==> src/rtl/alu_branch_unit.sv <==
// ---------------------------------------------------------------------------
// alu_branch_unit
//
// Branch/jump resolution unit. It evaluates the RISC-V style branch
// condition, computes the branch or jump target and the link address, and
// returns the resolved next PC through a 2-stage valid/ready pipeline.
//
// Parameters
//   XLEN    operand, PC and target width (32 or 64)
//   IALIGN  instruction alignment in bits (16 or 32). With 32, a taken
//           target that has bit 1 set raises 'misaligned'.
//
// Ports
//   clk, reset          rising-edge clock, synchronous active-high reset
//   in_valid/in_ready   request handshake
//   funct3              branch condition (BEQ/BNE/BLT/BGE/BLTU/BGEU)
//   op_jal, op_jalr     unconditional jumps; they override funct3
//   operand1/2          compare operands (operand1 is also the JALR base)
//   immediate           pre-sign-extended offset
//   pc                  PC of the branch/jump
//   flush               drops every in-flight request and same-cycle input
//   out_valid/out_ready result handshake
//   next_pc             resolved PC (target if taken, else pc+4)
//   link_pc             pc+4
//   taken, misaligned   resolution flags
//   branch_count        conditional branches delivered (stats build only)
//   taken_count         taken conditional branches delivered (stats build only)
//
// Configuration
//   ALU_BRANCH_STATS_EN  when defined, enables the two 32-bit statistics
//                        counters; otherwise both outputs are tied to zero.
// ---------------------------------------------------------------------------
module alu_branch_unit #(
    parameter int XLEN   = 32,
    parameter int IALIGN = 32
) (
    input  logic            clk,
    input  logic            reset,
    input  logic            in_valid,
    output logic            in_ready,
    input  logic [2:0]      funct3,
    input  logic            op_jal,
    input  logic            op_jalr,
    input  logic [XLEN-1:0] operand1,
    input  logic [XLEN-1:0] operand2,
    input  logic [XLEN-1:0] immediate,
    input  logic [XLEN-1:0] pc,
    input  logic            flush,
    output logic            out_valid,
    input  logic            out_ready,
    output logic [XLEN-1:0] next_pc,
    output logic [XLEN-1:0] link_pc,
    output logic            taken,
    output logic            misaligned,
    output logic [31:0]     branch_count,
    output logic [31:0]     taken_count
);

    localparam bit CHECK_ALIGN = (IALIGN == 32);

    // Condition evaluation; funct3 values 2 and 3 never take.
    function automatic logic branch_cond(input logic [2:0] f3,
                                         input logic signed [XLEN-1:0] a,
                                         input logic signed [XLEN-1:0] b);
        logic r;
        r = 1'b0;
        case (f3)
            3'd0:    r = (a == b);
            3'd1:    r = (a != b);
            3'd4:    r = (a < b);
            3'd5:    r = (a >= b);
            3'd6:    r = ($unsigned(a) < $unsigned(b));
            3'd7:    r = ($unsigned(a) >= $unsigned(b));
            default: r = 1'b0;
        endcase
        return r;
    endfunction

    logic signed [XLEN-1:0] op1_s_p0;
    logic signed [XLEN-1:0] op2_s_p0;
    logic [XLEN-1:0]        jalr_sum_p0;
    logic [XLEN-1:0]        target_p0;
    logic [XLEN-1:0]        seq_pc_p0;
    logic [XLEN-1:0]        next_pc_p0;
    logic                   taken_p0;
    logic                   mis_p0;

    logic                   vld_p1;
    logic [XLEN-1:0]        next_pc_p1;
    logic [XLEN-1:0]        link_pc_p1;
    logic                   taken_p1;
    logic                   mis_p1;

    logic                   vld_p2;
    logic [XLEN-1:0]        next_pc_p2;
    logic [XLEN-1:0]        link_pc_p2;
    logic                   taken_p2;
    logic                   mis_p2;

    logic                   accept;
    logic                   adv_p2;
    logic                   fire_out;

    // ---- stage 0: combinational resolution of the incoming request ----
    assign op1_s_p0    = operand1;
    assign op2_s_p0    = operand2;
    assign jalr_sum_p0 = operand1 + immediate;
    assign target_p0   = op_jalr ? {jalr_sum_p0[XLEN-1:1], 1'b0} : (pc + immediate);
    assign seq_pc_p0   = pc + XLEN'(4);
    assign taken_p0    = op_jal | op_jalr | branch_cond(funct3, op1_s_p0, op2_s_p0);
    assign next_pc_p0  = taken_p0 ? target_p0 : seq_pc_p0;
    assign mis_p0      = CHECK_ALIGN & taken_p0 & target_p0[1];

    // Stage 1 can take a new entry whenever it is empty or about to move
    // into stage 2 this cycle.
    assign in_ready = !vld_p1 || !vld_p2 || out_ready;
    assign accept   = in_valid && in_ready && !flush;
    assign adv_p2   = vld_p1 && (!vld_p2 || out_ready);
    assign fire_out = vld_p2 && out_ready;

    // ---- stage 1: registered resolution ----
    always_ff @(posedge clk) begin
        if (reset || flush) begin
            vld_p1 <= 1'b0;
        end else if (accept) begin
            vld_p1 <= 1'b1;
        end else if (adv_p2) begin
            vld_p1 <= 1'b0;
        end
    end

    always_ff @(posedge clk) begin
        if (accept) begin
            next_pc_p1 <= next_pc_p0;
            link_pc_p1 <= seq_pc_p0;
            taken_p1   <= taken_p0;
            mis_p1     <= mis_p0;
        end
    end

    // ---- stage 2: output holding register ----
    always_ff @(posedge clk) begin
        if (reset || flush) begin
            vld_p2 <= 1'b0;
        end else if (adv_p2) begin
            vld_p2 <= 1'b1;
        end else if (fire_out) begin
            vld_p2 <= 1'b0;
        end
    end

    // The output payload is architecturally visible after reset, so it is
    // cleared there; a flush only drops the valid.
    always_ff @(posedge clk) begin
        if (reset) begin
            next_pc_p2 <= '0;
            link_pc_p2 <= '0;
            taken_p2   <= 1'b0;
            mis_p2     <= 1'b0;
        end else if (adv_p2) begin
            next_pc_p2 <= next_pc_p1;
            link_pc_p2 <= link_pc_p1;
            taken_p2   <= taken_p1;
            mis_p2     <= mis_p1;
        end
    end

    assign out_valid  = vld_p2;
    assign next_pc    = next_pc_p2;
    assign link_pc    = link_pc_p2;
    assign taken      = taken_p2;
    assign misaligned = mis_p2;

`ifdef ALU_BRANCH_STATS_EN
    logic br_p1;
    logic br_p2;

    always_ff @(posedge clk) begin
        if (accept) begin
            br_p1 <= !op_jal && !op_jalr;
        end
    end

    always_ff @(posedge clk) begin
        if (reset) begin
            br_p2 <= 1'b0;
        end else if (adv_p2) begin
            br_p2 <= br_p1;
        end
    end

    // A handshake in a flush cycle is still a delivered result, so fire_out
    // is deliberately not qualified by flush.
    always_ff @(posedge clk) begin
        if (reset) begin
            branch_count <= '0;
            taken_count  <= '0;
        end else if (fire_out && br_p2) begin
            branch_count <= branch_count + 32'd1;
            if (taken_p2) begin
                taken_count <= taken_count + 32'd1;
            end
        end
    end
`else
    assign branch_count = '0;
    assign taken_count  = '0;
`endif

endmodule
==> config.mk <==
export PLATFORM = sky130hd
export DESIGN_NAME = alu_branch_unit
export DESIGN_NICKNAME = d
export VERILOG_FILES = /design/src/rtl/alu_branch_unit.sv
export SDC_FILE = /design/constraint.sdc
export NUM_CORES = 1
export LEC_CHECK = 0
export ABC_CLOCK_PERIOD_IN_PS = 3120
export BUFFER_PORTS_ARGS = -buffer_cell sky130_fd_sc_hd__buf_4
export CORE_ASPECT_RATIO = 0.5
export CORE_UTILIZATION = 40
export CTS_BUF_LIST = sky130_fd_sc_hd__clkbuf_4 sky130_fd_sc_hd__clkbuf_8 sky130_fd_sc_hd__clkbuf_16
export DETAILED_ROUTE_END_ITERATION = 8
export GPL_ROUTABILITY_DRIVEN = 0
export MAX_ROUTING_LAYER = met4
export SLEW_MARGIN = 0
export SYNTH_ARGS = -nofsm -noshare
export SYNTH_HDL_FRONTEND = slang
export SYNTH_SLANG_ARGS = --single-unit
==> constraint.sdc <==
create_clock -name clk -period 3.12 [get_ports clk]
set_input_delay 0.312 -clock clk [delete_from_list [all_inputs] [get_ports clk]]
set_output_delay 0.312 -clock clk [all_outputs]
set_load 0.02 [all_outputs]
Word-level counts from Yosys, hierarchy flattened. Index checks and enable logic that the tools add are counted.

Flip-flop bits (word level): 134. Input bits: 138. Output and inout port bits: 132. Word-level logic and storage cells: 48.

Add/sub/neg operators: 3. Order comparisons: 4. Eq/ne operators: 7. Muxes and demuxes: 7. Bitwise operators: 3. Reduce and logical (&&, ||, !) cells: 14.

Operators by type and width (count): 32-bit adder (2); 32-bit greater-or-equal comparator (2); 32-bit less-than comparator (2); 32-bit two-way mux (2); 32-bit by 3-bit adder with 32-bit output, second input constant (1); 32-bit equality test (1); 32-bit != test (1); 3-bit equality test, second input constant (4); 1-bit one-hot mux with 6 select lines (1); 1-bit logical AND (4); 1-bit logical OR (4); 1-bit two-way mux (4); 2-bit nonzero test (2); 3-bit by 1-bit equality test with 1-bit output, second input constant (1); 1-bit zero test (3); 3-bit zero test (1); 1-bit OR (2); 1-bit AND (1).

Logic depth before layout (Yosys ltp).
Word-level depth: 6. Mapped depth: 13.

Least setup slack after synthesis. No wires, ideal clock.

Path type: flip-flop to flip-flop. Start: register vld_p2 (netlist: out_valid). End: register link_pc_p1[0], enable pin. Setup time: 432 ps. Arrival: 2380 ps. Slack: 309 ps. Cell stages (with the launch flop): 4. Buffers on the path: 0. Period minus slack after synthesis: 2811 ps. Path through: dfxtp_1 -> nor2b_1 -> nand2_1 -> and3b_1.

Cells in the longest elaborated chain, start to end: 5.

RTL lines: start: declaration (RTL line 94) `logic vld_p2;`; start signal: assignment (RTL line 144) `vld_p2 <= 1'b0;`; start signal: assignment (RTL line 146) `vld_p2 <= 1'b1;`; start signal: assignment (RTL line 148) `vld_p2 <= 1'b0;`; 1-bit zero test (RTL line 116) `assign in_ready = !vld_p1 || !vld_p2 || out_ready;`; 1-bit logical OR (2 in series) (RTL line 116); named net in_ready (RTL line 40) `output logic in_ready,`; 1-bit logical AND (2 in series) (RTL line 117) `assign accept = in_valid && in_ready && !flush;`; named net accept (RTL line 100) `logic accept;`; end signal: assignment (RTL line 135) `link_pc_p1 <= seq_pc_p0;`; end: declaration (RTL line 90) `logic [XLEN-1:0] link_pc_p1;`.

The timed path passes the listed nets, and every way through them passes these cells. A chain may end at the register's enable or synchronous reset.

Worst setup path after layout.
Start: input port operand1[30]. End: register next_pc_p1[30], data pin.

Cells in the longest elaborated chain, start to end: 4. Elaborated cells between the ends (all ways): 11. Those cells by class: add/sub: 1; order compare: 4; eq/ne: 2; mux: 3; bitwise: 1.

RTL lines: start: declaration (RTL line 44) `input logic [XLEN-1:0] operand1,`; 32-bit greater-or-equal comparator, or another cell as far along (RTL line 73) `3'd7: r = ($unsigned(a) >= $unsigned(b));`; 1-bit one-hot mux with 6 select lines (RTL line 67) `case (f3)`; 1-bit OR (RTL line 110) `assign taken_p0 = op_jal | op_jalr | branch_cond(funct3, op1_s_p0, op2_s_p0);`; 32-bit two-way mux * (RTL line 111) `assign next_pc_p0 = taken_p0 ? target_p0 : seq_pc_p0;`; named net next_pc_p0[30] (RTL line 84) `logic [XLEN-1:0] next_pc_p0;`; end signal: assignment (RTL line 134) `next_pc_p1 <= next_pc_p0;`; end: declaration (RTL line 89) `logic [XLEN-1:0] next_pc_p1;`.

The timed path passes the listed nets; every way through them passes the cells marked *.

==> metrics.yaml <==
route:
  drt-total-wl_um: 30400
  wire_per_inst_um: 16.9
  drt-vias-per-instance: 5.22
  drt_iter0_markers: 771
  vias: 9377
  drc: 0
  ant_nets: 0
  first_pass_iters: 5
yosys:
  synth_cell_types: 77
  synth-seq-cells: 134
  syn_area_mm2: 0.0100
  yosysWarnings: 0
  synth-async-reset-ratio: 0
  avgSynthCellArea_um2: 8.43
  synth_ff_type: "dfxtp_1"
  netlist_instances: 1188
  ys_seq_area_frac: 0.334
  synth_edf_count: 66
critical_path:
  cp.required_ns: 3.24
  arrival_ns: 3.02
  cp_slowest_cell: "a41oi_2"
  cp_max_fo: 20
  ff2ff_setup_slack_ns: 1.18
  path_class: "input pin to flop"
  worst_path_largest_cell_delay_ns: 0.36
  worst_setup_path_end_kind: "flop"
  cp_common_cell: "nand4_1"
  critical_path.top_delay_family: "compound AO/OA/AOI/OAI gates"
  cp.buffers_inverters: 3
  start_kind: "input pin"
  crit_chain: "buf_4 -> ha_1 -> nand4_1 -> nor2_1 -> nand4_1 -> xnor2_1 -> a221oi_1 -> nand3b_1 -> a41oi_2 -> inv_1 -> buf_12 -> a41oi_1 -> o21ai_0"
placed_design:
  hpwlAfterDp_um: 24700
  place_inst: 1765
  portBuffers: 205
power:
  swShare: 0.303
  p_seq_frac: 0.363
  internal_power_mw: 3.91
  p_switching_mw: 1.70
  p_comb_frac: 0.291
  ir_drop_v: 0.000391
  p_leak_nw: 5.61
  powerDensity_mw_per_mm2: 438
  p_clk_frac: 0.346
layout:
  seqCellArea_mm2: 0.00334
  drive_gt1_frac: 0.232
  multi_input_area_mm2: 0.00608
  antenna_cells: 0
  fill_cells: 2248
  final-instance-count-excl-fill: 1797
  area_growth_pct: 27.9
  nets: 1682
global_route:
  grt_pass1_wl_um: 46100
  grt_pass1_vias: 8353
  antenna_found_initial: 0
  grt_max_degree: 69
  grt.overflow.total: 0
  grt_usage: 0.239
floorplan:
  ios: 270
  design.die.area_mm2: 0.0257
  rows: 40
  die_x_um: 226
  start_util: 0.412
  die_h_um: 114
  fp.coreArea_mm2: 0.0243
sta:
  tightest_slew_ns: 0.714
  clock_skew_ns: 0.00601
  fmax_mhz: 345
  tns_ns: 0
  rsz0062_at_grt: "false"
  setup_viol: 0
  whs_ns: 0.0761
  slew_viol_final: 0
  period_minus_slack_ns: 2.90
  timing_hold_violations_final: 0
  final_min_period_over_clock_period: 0.929
  slew_headroom: 0.524
flow_run:
  maxCapViolCount: 0
outcome:
  status: "finished, final reports clean"
cts:
  root_buffer: "clkbuf_16"
  clock_path_buffers: 2
  clk_pin_slew_worst_paths_ns: 0.06
  cts.sinks: 134
  h-tree-depth: 4
  clk_latency_ns: 0.41
  cts_buffers: 17
  tritoncts: "yes"
worst_hold_path:
  hp-class: "input pin to flop"
## cell type report
class / instances / share of cell area
multi-input cells: 961 / 0.475
well taps: 336 / 0.0328
clock inverters: 12 / 0.00997
inverters: 51 / 0.0150
flip-flops and latches: 134 / 0.261
repair buffers: 283 / 0.170
clock buffers: 20 / 0.0360
## cell families after synthesis
| kind of cell | synth area share |
|---|---|
| AOI/OAI and AO/OA | 0.208 |
| xor gates and xnor gates | 0.0630 |
| adders and majority gates | 0.122 |
| buffers and inverters | 0.0834 |
| DFF | 0.334 |
| muxes | 0.00950 |
| other | 0.000375 |
| and+or+nand+nor | 0.180 |
## path summary, 6_finish.rpt
| check | from | endpoint | cells after the start |
|---|---|---|---|
| setup reg to reg | out_valid | next_pc[23] | 5 |
| setup / recovery | operand1[30] | next_pc_p1[30] | 13 |
| hold reg to reg | next_pc[29] | next_pc[29] | 2 |
| hold / removal | flush | out_valid | 2 |
## through the flow
step / total power, mW / setup WS (ns) / instance area (µm²) / util
after CTS: 5.61 / 0.210 / 12800 / 0.527
after detailed placement: 3.67 / -0.223 / 12200 / 0.503
after global routing: 5.88 / 0.0151 / 12800 / 0.527
after global placement: 3.64 / -0.0665 / 12200 / 0.503
final: 5.61 / 0.221 / 12800 / 0.527
after floorplan: 3.08 / 0.309 / 10200 / -
## flip-flops by register name, indices dropped and copies added, names as in the netlist
| signal | flops |
|---|---|
| link_pc | 32 |
| link_pc_p1 | 32 |
| mis_p1 | 1 |
| misaligned | 1 |
| next_pc | 32 |
| next_pc_p1 | 32 |
| out_valid | 1 |
| taken | 1 |
| taken_p1 | 1 |
| vld_p1 | 1 |
## repair_timing
action,in CTS,in global routing
hold buffers,0,0
buffers inserted,0,0
setup endpoints to repair,0,1
resized for setup,0,1
## power by group through the flow
stage	clock (mW)	combinational, mW	sequential [mW]
after global routing	2.05	1.78	2.04
after detailed placement	0	1.60	2.07
after CTS	1.97	1.61	2.03
after floorplan	0	0.994	2.09
after global placement	0	1.57	2.07
final	1.94	1.63	2.04
## synth_stat cells (all sizes together), types with 4 or more instances
cell / n / area, µm²
a211oi: 12 / 105
a21o: 25 / 188
a21oi: 151 / 756
a221oi: 4 / 47.6
a31oi: 7 / 50.1
a41oi: 4 / 50.1
and2: 9 / 56.3
and3: 13 / 81.3
and4: 5 / 43.8
buf: 71 / 516
clkbuf: 34 / 128
dfxtp: 68 / 1360
edfxtp: 66 / 1980
ha: 94 / 1180
inv: 51 / 191
mux2: 4 / 45.0
mux2i: 5 / 50.1
nand2: 191 / 717
nand2b: 14 / 87.6
nand3: 30 / 150
nand4: 19 / 119
nor2: 61 / 231
nor2b: 11 / 68.8
nor3: 16 / 80.1
nor3b: 5 / 37.5
o211ai: 7 / 52.6
o21a: 18 / 135
o21ai: 58 / 294
o21bai: 5 / 37.5
o311ai: 4 / 50.1
or2: 4 / 25.0
or3: 4 / 25.0
xnor2: 48 / 420
xor2: 24 / 210
## placed cells by master (no fill, tap or decap), types with 10 or more instances in the layout
cell	Yosys	final
nand2_1	191	191
a21oi_1	151	151
conb_1	1	64
nand2b_1	14	13
nor2b_1	11	10
clkbuf_16	0	17
edfxtp_1	66	66
a21o_1	25	25
dfxtp_1	68	68
nor2_1	60	60
buf_4	65	279
nor3_1	16	15
ha_1	94	94
xor2_1	24	24
o21a_1	18	18
nand4_1	19	19
xnor2_1	48	48
and3_1	13	13
nand3_1	30	30
o21ai_0	52	52
inv_1	51	51
## per-layer routing
metal	part of all wire	wire length (µm)	track usage
met1	0.53	16100	0.371
met5	0	0	-
met4	0.0077	235	0.0363
met2	0.40	12100	0.324
met3	0.065	1970	0.0363
No activity file was read; power rests on OpenSTA's default activity.
